## config.mk

```make
export PLATFORM = sky130hd
export DESIGN_NAME = logic_pipe_unit
export DESIGN_NICKNAME = d
export VERILOG_FILES = /design/src/rtl/logic_pipe_unit.sv
export SDC_FILE = /design/constraint.sdc
export NUM_CORES = 1
export LEC_CHECK = 0
export CAP_MARGIN = 20
export CORE_ASPECT_RATIO = 1.25
export CORE_UTILIZATION = 45
export CTS_CLUSTER_SIZE = 25
export DETAILED_ROUTE_END_ITERATION = 8
export PLACE_DENSITY = 0.72
export SKIP_LAST_GASP = 1
export SLEW_MARGIN = 20
export SYNTH_ARGS = -nofsm -noshare
export SYNTH_HDL_FRONTEND = slang
export SYNTH_SLANG_ARGS = --single-unit
```

## constraint.sdc

```tcl
create_clock -name CLK -period 1.45 [get_ports CLK]
set_input_delay 0.29 -clock CLK [delete_from_list [all_inputs] [get_ports CLK]]
set_output_delay 0.29 -clock CLK [all_outputs]
set_load 0.05 [all_outputs]
```

## src/rtl/logic_pipe_unit.sv

```systemverilog
// Pipelined two-input bitwise logic unit with valid/ready flow control.
// Define LOGIC_PIPE_UNIT_ACC_EN to build the running-reduction accumulator.
module logic_pipe_unit #(
    parameter int WIDTH  = 8,
    parameter int STAGES = 2
) (
    input  logic             CLK,
    input  logic             RST,
    input  logic             IN_VALID,
    output logic             IN_READY,
    input  logic [WIDTH-1:0] IN1,
    input  logic [WIDTH-1:0] IN2,
    input  logic [2:0]       OP,
    input  logic             ACC,
    input  logic             LAST,
    output logic             OUT_VALID,
    input  logic             OUT_READY,
    output logic [WIDTH-1:0] OUT1,
    output logic             OUT_LAST
);

    function automatic logic [WIDTH-1:0] f_op(
        input logic [2:0]       op,
        input logic [WIDTH-1:0] a,
        input logic [WIDTH-1:0] b
    );
        logic [WIDTH-1:0] res;
        res = '0;
        case (op)
            3'd0:    res = a & b;
            3'd1:    res = a | b;
            3'd2:    res = a ^ b;
            3'd3:    res = ~(a & b);
            3'd4:    res = ~(a | b);
            3'd5:    res = ~(a ^ b);
            3'd6:    res = a;
            default: res = ~a;
        endcase
        return res;
    endfunction

    logic [WIDTH-1:0]  r_data [STAGES];
    logic [STAGES-1:0] r_valid;
    logic [STAGES-1:0] r_last;
    logic [STAGES:0]   w_ready;
    logic [WIDTH-1:0]  w_result;
    logic              w_accept;

    // A stage is ready if any stage at or after it is empty, or the sink takes.
    always_comb begin
        w_ready = '0;
        for (int i = 0; i <= STAGES; i++) begin
            w_ready[i] = OUT_READY;
            for (int j = i; j < STAGES; j++) begin
                if (!r_valid[j]) begin
                    w_ready[i] = 1'b1;
                end
            end
        end
    end

    assign w_accept = IN_VALID && w_ready[0];

`ifdef LOGIC_PIPE_UNIT_ACC_EN
    logic [WIDTH-1:0] r_acc;
    logic             r_acc_active;

    always_comb begin
        w_result = f_op(OP, IN1, IN2);
        if (ACC) begin
            w_result = r_acc_active ? f_op(OP, r_acc, IN1) : IN1;
        end
    end

    always_ff @(posedge CLK or posedge RST) begin
        if (RST) begin
            r_acc        <= '0;
            r_acc_active <= 1'b0;
        end else if (w_accept && ACC) begin
            r_acc        <= w_result;
            r_acc_active <= !LAST;
        end
    end
`else
    logic w_unused_acc;

    assign w_unused_acc = ACC;
    assign w_result     = f_op(OP, IN1, IN2);
`endif

    always_ff @(posedge CLK or posedge RST) begin
        if (RST) begin
            for (int i = 0; i < STAGES; i++) begin
                r_data[i] <= '0;
            end
            r_valid <= '0;
            r_last  <= '0;
        end else begin
            if (w_ready[0]) begin
                r_valid[0] <= IN_VALID;
                if (IN_VALID) begin
                    r_data[0] <= w_result;
                    r_last[0] <= LAST;
                end
            end
            // Delay stages only load when the upstream stage holds a beat.
            for (int i = 1; i < STAGES; i++) begin
                if (w_ready[i]) begin
                    r_valid[i] <= r_valid[i-1];
                    if (r_valid[i-1]) begin
                        r_data[i] <= r_data[i-1];
                        r_last[i] <= r_last[i-1];
                    end
                end
            end
        end
    end

    assign IN_READY  = w_ready[0];
    assign OUT_VALID = r_valid[STAGES-1];
    assign OUT1      = r_data[STAGES-1];
    assign OUT_LAST  = r_last[STAGES-1];

endmodule

```

==> results.ini <==
[route]
wirelength_um=3810
firstDrtPassIters=4
dr_wl_met2_um=2080
wl_met1_um=1530
highest_layer=met4
vias=1537
first_iter_violations=45
wl_per_cell_um=13.7
routed-wl-met3_um=158
viasPerCell=5.51
ant_nets=0
drc_errors=0

[timing]
final-max-slew-violation-count=0
min_period_ns=1.46
fin_hold_ws_ns=0.350
min_period_over_period=1.01
setup_viol=1
rsz0062_at_grt=yes
max_slew_margin=0.804
setup_ws_ns=-0.00746
max_freq_ghz=0.686
fin_tns_setup_ns=-0.00746
clock_skew_ns=0.00448
hold_viol=0
worstMarginPinSlew_ns=0.294

[placement]
dpl.hpwl_um=2860
dpl_cell_area_sq_um=2290
io_buffer_count=34
place_inst=273
post-place-ws_ns=-0.599
place_congestion=0.822

[synthesis]
yosysWarningCount=0
syn-num-nets=230
postSynthAreaPerCell_sq_um=8.81
ys_seq_area_frac=0.301
postSynthCellCount=189
ys_ff_latch=20
synth_cell_types=36
syn_area_sq_um=1670

[run]
cap_violations=0

[floorplanning]
fp.dieArea_sq_um=3950
die_w_um=56.4
core_sq_um=3510
ioPinCount=36
row_count=24
die_h_um=70.0
initial_utilization=0.474

[layout]
final_net_count=282
fin_area_sq_um=2480
post-route-util=0.706
antennaDiodeCount=0
area_delta_synth_final_pct=48.9
instances_no_fill=279
drive_above_1_share=0.342

[clock_tree]
holdBufCountCts=0
root_buffer=clkbuf_8
cts_buffers=3
clock-sinks=20
cts_tree=built
cts_buffer_depth=2
path_clk_slew_ns=0.07
cts-htree-levels=1
clkLatencyLatePin_ns=0.26

[outcome]
violations=setup timing
status=finished, violations left

[pwr]
vdd_ir_drop_max_uv=925
power_mw=2.38
powerDensity_nw_per_um2=961
leakage_nw=1.21

[critical_path]
required_ns=1.59
endpoint_kind=register
cp_max_fo=3
critPathKind=in2reg
startpoint_type=input port
cp.arrival_ns=1.60

[global_routing]
grt_pass1_vias=1530
grtUsageTotal=0.201
grt_max_degree=23
grt-ovfl-total=0
grt_pass1_wl_um=6480
antenna_found_initial=0

[worst_hold_path]
hold_class=in2async

## flip-flops by register name, indices dropped and copies added (netlist names)
signal	flops
r_data	8
r_valid	2
r_last	2
OUT1	8
## power breakdown
part	internal, mW	switching [mW]
combinational	0.616	0.564
sequential	0.681	0.103
clock	0.242	0.178
## area by class of cell
type                            instances  area (sq um)
Clock buffer                            4          55.1
Fill cell                             263          1030
Inverter                               20          75.1
Multi-Input combinational cell        132          1080
Sequential cell                        20           502
Tap cell                               39          48.8
Timing Repair Buffer                   64           714
## routing by layer
layer	track usage	vias to the layer above
li1	-	744
met5	0	-
met1	0.232	738
met4	0.0813	0
met2	0.369	48
met3	0.0278	7
## critical path, stage by stage
cell	delay [ns]
clkdlybuf4s50_1	0.48
inv_1	0.08
ha_4	0.28
nor2b_2	0.15
o21ai_1	0.09
nor3_2	0.17
a21oi_2	0.07
## cell usage in the layout, fill, tap and decap left out, drive strengths merged, types with 4 or more instances in the layout
master / instances
buf: 41
dfrtp: 20
inv: 19
nand2: 17
ha: 16
o21ai: 14
nand2b: 11
mux2: 10
nor2: 9
dlygate4sd2: 9
a21oi: 8
dlymetal6s2s: 6
clkdlybuf4s50: 6
a211oi: 6
clkbuf: 6
nor2b: 5
a21o: 4
## final timing paths
check	from	endpoint	slack (ns)	cells after the start
worst min-delay path	RST	OUT1[7]$_DFFE_PP0P_	0.35	3
worst min register to register	r_data[13]$_DFFE_PP0P_	r_data[13]$_DFFE_PP0P_	0.49	2
min in group CLK	IN1[2]	r_data[10]$_DFFE_PP0P_	0.45	4
max in group asynchronous	RST	r_valid[1]$_DFFE_PP0N_	0.88	3
worst max register to register	r_valid[1]$_DFFE_PP0N_	r_data[12]$_DFFE_PP0P_	0.11	6
worst max-delay path	IN1[6]	r_data[14]$_DFFE_PP0P_	-0.007	7
## synth_stat cells (all sizes together)
| cell type | count | share of area |
|---|---|---|
| mux2i | 3 | 0.018 |
| nor3 | 1 | 0.0030 |
| mux2 | 10 | 0.068 |
| clkbuf | 2 | 0.0045 |
| a211o | 2 | 0.011 |
| nand2b | 11 | 0.041 |
| nand3 | 1 | 0.0030 |
| and3 | 1 | 0.0038 |
| nand4bb | 1 | 0.0068 |
| o21ai | 14 | 0.042 |
| a211oi | 6 | 0.027 |
| o221ai | 1 | 0.0053 |
| nand2 | 17 | 0.038 |
| o31ai | 2 | 0.0090 |
| a21o | 4 | 0.018 |
| or2 | 1 | 0.0038 |
| buf | 15 | 0.063 |
| o211ai | 1 | 0.0045 |
| o22ai | 2 | 0.0075 |
| mux4 | 2 | 0.027 |
| nand3b | 3 | 0.014 |
| a221oi | 1 | 0.0053 |
| nor2b | 5 | 0.019 |
| xnor2 | 2 | 0.011 |
| ha | 16 | 0.12 |
| inv | 19 | 0.043 |
| and2b | 2 | 0.0090 |
| clkinv | 1 | 0.0023 |
| and2 | 2 | 0.0075 |
| a21oi | 8 | 0.024 |
| nor2 | 9 | 0.020 |
| dfrtp | 20 | 0.30 |
| o32ai | 3 | 0.016 |
| and4 | 1 | 0.0053 |
## timing repair
item                                    4_1_cts  5_1_grt
pin swaps                                    13       14
buffers inserted                              2        0
gates resized for setup                      25       23
endpoints found under the setup margin        9        8
## cells by family after synthesis
logic type,share of synthesized area
XOR/XNOR,0.0105
AO/OA/AOI/OAI,0.169
flip-flops,0.301
buffers and inverters,0.113
adder cells (fa/ha/maj),0.120
AND/OR/NAND/NOR,0.174
multiplexers,0.113
Power figures use the tool's default switching activity.
